==> config.mk <==
export PLATFORM = sky130hd
export DESIGN_NAME = serial_sub_ctrl
export DESIGN_NICKNAME = d
export VERILOG_FILES = /design/src/rtl/serial_sub_pkg.sv /design/src/rtl/full_subtractor.sv /design/src/rtl/serial_sub_ctrl.sv
export SDC_FILE = /design/constraint.sdc
export NUM_CORES = 1
export LEC_CHECK = 0
export ABC_AREA = 1
export CAP_MARGIN = 40
export CORE_UTILIZATION = 50
export CTS_BUF_LIST = sky130_fd_sc_hd__clkbuf_4 sky130_fd_sc_hd__clkbuf_8
export CTS_CLUSTER_SIZE = 14
export DETAILED_ROUTE_END_ITERATION = 10
export MAX_ROUTING_LAYER = met4
export PLACE_DENSITY = 0.84
export SETUP_SLACK_MARGIN = 0.4
export SYNTH_ARGS = -nofsm -noshare
export SYNTH_HDL_FRONTEND = slang
export SYNTH_HIERARCHICAL = 1
export SYNTH_SLANG_ARGS = --single-unit
==> constraint.sdc <==
create_clock -name clk -period 1.6 [get_ports clk]
set_clock_uncertainty 0.15 [all_clocks]
set_input_delay 0.32 -clock clk [delete_from_list [all_inputs] [get_ports clk]]
set_output_delay 0.32 -clock clk [all_outputs]
set_load 0.02 [all_outputs]
==> src/rtl/serial_sub_pkg.sv <==
// ============================================================================
// Module      : serial_sub_pkg
// Description : Shared types and defaults for the bit-serial subtractor.
// Revision    : 1.0 - initial release
// ============================================================================
`default_nettype none

package serial_sub_pkg;

    localparam int SUB_WIDTH_DEFAULT = 8;

    typedef enum logic [1:0] {
        IDLE = 2'd0,
        RUN  = 2'd1,
        DONE = 2'd2
    } sub_state_t;

endpackage

`default_nettype wire

==> src/rtl/full_subtractor.sv <==
// ============================================================================
// Module      : full_subtractor
// Description : One-bit full subtractor cell: Diff = A - B - Bin, Bout = borrow.
// Revision    : 1.0 - initial release
// ============================================================================
`default_nettype none

module full_subtractor (
    input  logic A,
    input  logic B,
    input  logic Bin,
    output logic Diff,
    output logic Bout
);

    // Difference and borrow of a single bit position
    always_comb begin
        Diff = A ^ B ^ Bin;
        Bout = (~A & B) | (~(A ^ B) & Bin);
    end

endmodule

`default_nettype wire

==> src/rtl/serial_sub_ctrl.sv <==
// ============================================================================
// Module      : serial_sub_ctrl
// Description : Bit-serial WIDTH-bit subtractor (a - b - bin), LSB first, one
//               full_subtractor cell, start/busy/done handshake.
//               Optional macro SERIAL_SUB_OV_EN adds the signed overflow
//               output ov.
// Revision    : 1.0 - initial release
// ============================================================================
`default_nettype none

module serial_sub_ctrl
    import serial_sub_pkg::*;
#(
    parameter int WIDTH = SUB_WIDTH_DEFAULT
) (
    input  logic             clk,
    input  logic             rst,
    input  logic             start,
    input  logic [WIDTH-1:0] a,
    input  logic [WIDTH-1:0] b,
    input  logic             bin,
    output logic             busy,
    output logic             done,
    output logic [WIDTH-1:0] diff,
    output logic             bout
`ifdef SERIAL_SUB_OV_EN
    ,
    output logic             ov
`endif
);

    localparam int                 c_cnt_w    = $clog2(WIDTH);
    localparam logic [c_cnt_w-1:0] c_cnt_last = c_cnt_w'(WIDTH - 1);

    sub_state_t          r_state;
    sub_state_t          w_state_next;
    logic                w_accept;
    logic                w_last;

    logic [WIDTH-1:0]    r_a_sh;
    logic [WIDTH-1:0]    r_b_sh;
    logic [WIDTH-2:0]    r_diff_sh;   // difference bits collected so far
    logic                r_borrow;
    logic [c_cnt_w-1:0]  r_cnt;

    logic                r_busy;
    logic                r_done;
    logic [WIDTH-1:0]    r_diff;
    logic                r_bout;

    logic                w_cell_diff;
    logic                w_cell_bout;
    logic [WIDTH-1:0]    w_diff_full;

    full_subtractor u_cell (
        .A    (r_a_sh[0]),
        .B    (r_b_sh[0]),
        .Bin  (r_borrow),
        .Diff (w_cell_diff),
        .Bout (w_cell_bout)
    );

    // New bit enters at the MSB; after the last bit this is the full result
    assign w_diff_full = {w_cell_diff, r_diff_sh};

    // State register
    always_ff @(posedge clk) begin
        if (rst) begin
            r_state <= IDLE;
        end else begin
            r_state <= w_state_next;
        end
    end

    // Next-state logic; DONE accepts start exactly like IDLE for back-to-back ops
    always_comb begin
        w_state_next = r_state;
        w_accept     = 1'b0;
        w_last       = (r_cnt == c_cnt_last);
        case (r_state)
            IDLE, DONE: begin
                if (start) begin
                    w_accept     = 1'b1;
                    w_state_next = RUN;
                end else begin
                    w_state_next = IDLE;
                end
            end
            RUN: begin
                if (w_last) begin
                    w_state_next = DONE;
                end
            end
            default: w_state_next = IDLE;
        endcase
    end

    // Operand shifting, borrow chain, bit counter and registered outputs
    always_ff @(posedge clk) begin
        if (rst) begin
            r_a_sh    <= '0;
            r_b_sh    <= '0;
            r_diff_sh <= '0;
            r_borrow  <= 1'b0;
            r_cnt     <= '0;
            r_busy    <= 1'b0;
            r_done    <= 1'b0;
            r_diff    <= '0;
            r_bout    <= 1'b0;
        end else begin
            r_busy <= (w_state_next == RUN);
            r_done <= (w_state_next == DONE);
            if (w_accept) begin
                r_a_sh    <= a;
                r_b_sh    <= b;
                r_borrow  <= bin;
                r_cnt     <= '0;
                r_diff_sh <= '0;
            end else if (r_state == RUN) begin
                r_a_sh    <= r_a_sh >> 1;
                r_b_sh    <= r_b_sh >> 1;
                r_borrow  <= w_cell_bout;
                r_diff_sh <= w_diff_full[WIDTH-1:1];
                if (w_last) begin
                    // Results change only here, so partial sums are never visible
                    r_diff <= w_diff_full;
                    r_bout <= w_cell_bout;
                end else begin
                    r_cnt <= r_cnt + 1'b1;
                end
            end
        end
    end

`ifdef SERIAL_SUB_OV_EN
    logic r_msb_bin;
    logic r_ov;

    // Borrow into the MSB versus borrow out of it gives signed overflow
    always_ff @(posedge clk) begin
        if (rst) begin
            r_msb_bin <= 1'b0;
            r_ov      <= 1'b0;
        end else if (!w_accept && r_state == RUN && w_last) begin
            r_msb_bin <= r_borrow;
            r_ov      <= r_borrow ^ w_cell_bout;
        end
    end

    assign ov = r_ov;
`else
    // Overflow tracking is absent in this build
`endif

    assign busy = r_busy;
    assign done = r_done;
    assign diff = r_diff;
    assign bout = r_bout;

endmodule

`default_nettype wire

After elaboration in Yosys (flattened, before gate mapping). Index checks and enable logic that the tools add are counted.

Flip-flop bits (word level): 40. Input bits: 20. Output and inout port bits: 11. Logic and storage cells: 42.

Add/subtract/negate cells: 1. Equal/unequal tests: 5. Muxes and demuxes: 11. Bitwise logic cells: 9. Reduce and logical (&&, ||, !) cells: 6.

Operator list (number): 8-bit 2-to-1 mux (4); 1-bit 2-to-1 mux (5); 2-bit by 1-bit == test with 1-bit output (second input constant) (2); 2-bit == test (second input constant) (2); 1-bit NOT (4); 2-bit one-hot mux with 2 select lines (1); 2-bit OR reduction (2); 3-bit by 1-bit adder with 3-bit output (second input constant) (1); 3-bit == test (second input constant) (1); 3-bit AND reduction (1); 1-bit bitwise AND (2); 2-bit zero test (1); 2-bit 2-to-1 mux (1); 2-bit AND reduction (1); 2-bit nonzero test (1); 1-bit XOR (2); 1-bit OR (1).

Longest topological paths before layout.
Word-level depth: 6. Mapped depth: 8.

Cells and area by module. The synthesis kept the hierarchy.

By module, submodules not included: serial_sub_ctrl (instances 1, cells each 236, area each 1760.4 µm², sequential area each 800.8 µm²); full_subtractor (instances 1, cells each 4, area each 31.3 µm², sequential area each 0.0 µm²).

Worst setup path before layout. No wires, ideal clock.

Kind: reg2reg. Start point: register r_cnt[0]. End point: register r_diff[7], in the netlist diff[7]. Library setup time: 0.116 ns. Arrival time: 1.163 ns. Slack: 0.171 ns. Stages on the path, launching flop included: 8. Buffers on the path: 0. Path through: dfxtp_1 -> ha_1 -> ha_1 -> inv_1 -> nor2_8 -> inv_2 -> nor2_1 -> nor2_1.

Cells in the longest elaborated chain, start to end: 2.

Ends and longest elaborated chain: start, declared (line serial_sub_ctrl.sv:44) `logic [c_cnt_w-1:0] r_cnt;`; start signal, assigned (line serial_sub_ctrl.sv:129) `r_cnt <= r_cnt + 1'b1;`; 3-bit == test (line serial_sub_ctrl.sv:79) `w_last = (r_cnt == c_cnt_last);`; 3-bit AND reduction (no line); end signal, assigned (line serial_sub_ctrl.sv:126) `r_diff <= w_diff_full;`; end, declared (line serial_sub_ctrl.sv:48) `logic [WIDTH-1:0] r_diff;`.

Every way passes these cells. A chain may end at the register's enable or synchronous reset.

Final worst setup path.
Start point: register r_cnt[1]. End point: register r_diff[7], in the netlist diff[7].

Same word-level chain as after synthesis.

==> qor.yml <==
crit_fanout: 9
antenna_cells: 0
synthTopCellsByArea: "dfxtp_1, nand2_1, inv_1, nand3_1, nor2_1"
report.final.slew_viol_count: 0
p_leak_nw: 1.21
track_usage_pct: 26.6
synthCells: 240
final_cell_area_sq_um: 2650
ys_ff_latch: 40
min_period_ps: 1370
setup_viol_count_final: 0
ff2ff_path_depth: 7
synth-simple-area-share_pct: 30.1
syn-num-nets: 264
r2r_start: "r_cnt[1]"
hp-class: "flip-flop to flip-flop"
core_area_sq_um: 3390
rsz0062_at_grt: "true"
p_seq_share_pct: 47.0
placed_cell_area_sq_um: 2200
slew_headroom_pct: 83.8
power.switching_mw: 0.687
hpwl_mm: 2.75
place_congestion: 0.791
synthFlopType: "dfxtp_1"
synth_edf_count: 0
synth_top_family_by_area: "simple AND/OR/NAND/NOR gates"
grt_max_degree: 14
maxCapViolCount: 0
synthMuxAreaShare_pct: 0
period_share_pct: 85.9
cts_tree: "built"
crit_required_ps: 1740
grt_antenna_before_repair: 0
fp.dieH_um: 61.9
worst_pin_slew_ps: 242
critPathMaxStageDelay_ps: 370
n_fill_cell: 187
synth_xor_area_share_pct: 0
dr.pass1.iters: 5
grt_pass1_vias: 1600
p_clk_share_pct: 32.3
crit_chain: "ha_4, ha_4, inv_4, nor2_8, inv_4, nor2_1, nor2_1"
setup.worst_path.class: "flip-flop to flip-flop"
cts_made_buffers: 5
cts.sinks: 40
synth-compound-area-share_pct: 10.3
first_iter_violations: 240
final_nets: 322
vias: 1888
syn-cell-area_sq_um: 1790
die_area_sq_um: 3830
hold_viol: 0
ys.warnings.count: 6
multi_input_comb_area_sq_um: 952
seq_area_sq_um: 826
avgSynthCellArea_sq_um: 7.47
worstHoldPathCells: 2
placementRows: 21
fmax_ghz: 0.728
ctsLongestPathBuffers: 2
wl_mm: 5.51
fin_ws_ps: 226
area_delta_synth_final_pct: 47.8
pwr-share-comb_pct: 20.7
port_buffers: 30
start_util_pct: 52.9
critical_path.endpoint_type: "flip-flop"
worstPathArrival_ps: 1520
ir_drop_mv: 0.537
cts.htree.levels: 2
dp_slack_ps: -118
route.antenna.remaining_nets: 0
drive_gt1_share_pct: 37.8
yosys.area.top_type: "dfxtp_1"
worstHoldStart: "r_diff_sh[2]"
outcome: "finished clean"
critPathLaunchType: "flip-flop"
io_pins: 31
async_reset_ff_share_pct: 0
insertion_delay_ps: 390
grt_pass1_wl_mm: 6.92
synth.distinct_cells: 22
final_core_util_pct: 78.1
synth-seq-area-share_pct: 44.7
crit_start: "r_cnt[1]"
yosys.area_share.adder_pct: 3.21
drc: 0
synth_most_common_cell: "nand2_1"
wl_per_cell_um: 16.0
p_int_mw: 1.64
setup-tns-final_ps: 0
slowest_stage: "dfxtp_2"
sw_frac_of_total_pct: 29.5
path_clk_slew_ps: 130
synthTopCellsByCount: "nand2_1, dfxtp_1, inv_1"
vias_per_cell: 5.47
synthDominantCellAreaShare_pct: 44.7
die_w_um: 61.9
cts_root_buffer: "clkbuf_4"
grt-ovfl-total: 0
power_density_nw_per_um2: 878
==> cells by family (layout without fill, tap and decap cells) <==
| family | after synthesis | after routing |
|---|---|---|
| simple gates | 113 | 116 |
| buf+inv | 46 | 102 |
| compound gates | 37 | 37 |
| flops | 40 | 40 |
| fa+ha+maj | 4 | 4 |
==> per-stage QoR <==
| step | std cells | power (mW) | hold WS (ps) |
|---|---|---|---|
| detailed placement | 318 | 1.43 | 303 |
| floorplan | 240 | 1.32 | 239 |
| CTS | 335 | 2.18 | 321 |
| global route | 345 | 2.40 | 322 |
| global placement | 318 | 1.41 | 298 |
| finish | 345 | 2.33 | 328 |
==> power groups by stage <==
stage / combinational (mW) / clock, mW / sequential, mW
2_1_floorplan: 0.216 / 0 / 1.10
3_3_place_gp: 0.310 / 0 / 1.10
3_5_place_dp: 0.321 / 0 / 1.11
4_1_cts: 0.361 / 0.736 / 1.09
5_1_grt: 0.511 / 0.787 / 1.10
6_report: 0.481 / 0.752 / 1.09
==> layout by cell type, fill, tap and decap left out, types with 4 or more instances in the layout <==
cell / instances
dfxtp_1: 22
clkbuf_4: 5
nand3_1: 23
o21ai_1: 4
buf_4: 16
nor2_1: 23
nand2_2: 9
dfxtp_2: 17
nand2_1: 42
buf_6: 16
o21ai_0: 14
inv_1: 26
inv_2: 5
a21oi_1: 11
clkdlybuf4s50_1: 17
a21oi_2: 8
nand2_8: 4
==> worst paths after layout <==
path / end / slack, ps
min reg2reg: diff[2] / 330
max: diff[7] / 230
max reg2reg: diff[7] / 230
min: diff[2] / 330
==> area by class of cell <==
| type | instances | area share, % |
|---|---|---|
| inverters | 39 | 6.94 |
| well taps | 46 | 2.17 |
| repair buffers | 54 | 20.2 |
| repair inverters | 1 | 0.189 |
| clock buffers | 6 | 1.94 |
| flip-flops and latches | 40 | 31.2 |
| multi-input cells | 157 | 35.9 |
| clock inverters | 2 | 1.46 |
==> flip-flops by register name (all words and copies together), names as in the netlist <==
name,flops
r_diff_sh,7
r_cnt,3
busy,1
diff,8
done,1
r_borrow,1
r_state,2
bout,1
r_a_sh,8
r_b_sh,8
==> critical path, delay by kind of cell, from the launching register on <==
family	cells	cell delay (ps)
AND/OR/NAND/NOR	3	310
adder cells (fa/ha/maj)	2	310
buffers and inverters	2	130
flip-flops	1	370
==> routing by layer <==
metal	up-vias	part of all wire [%]	global-route usage [%]
li1	877	-	-
met1	870	38	27.5
met2	110	50	43.6
met3	31	7.5	7.04
met4	0	4.8	19.0
met5	-	0	-
==> repair_timing <==
action,in CTS,in global routing
endpoints found under the hold margin,0,0
buffers inserted,5,10
hold buffers,0,0
cloned,4,0
resized for setup,90,47
endpoints found under the setup margin,51,51
pin swaps,11,16
Power figures use the tool's default switching activity.
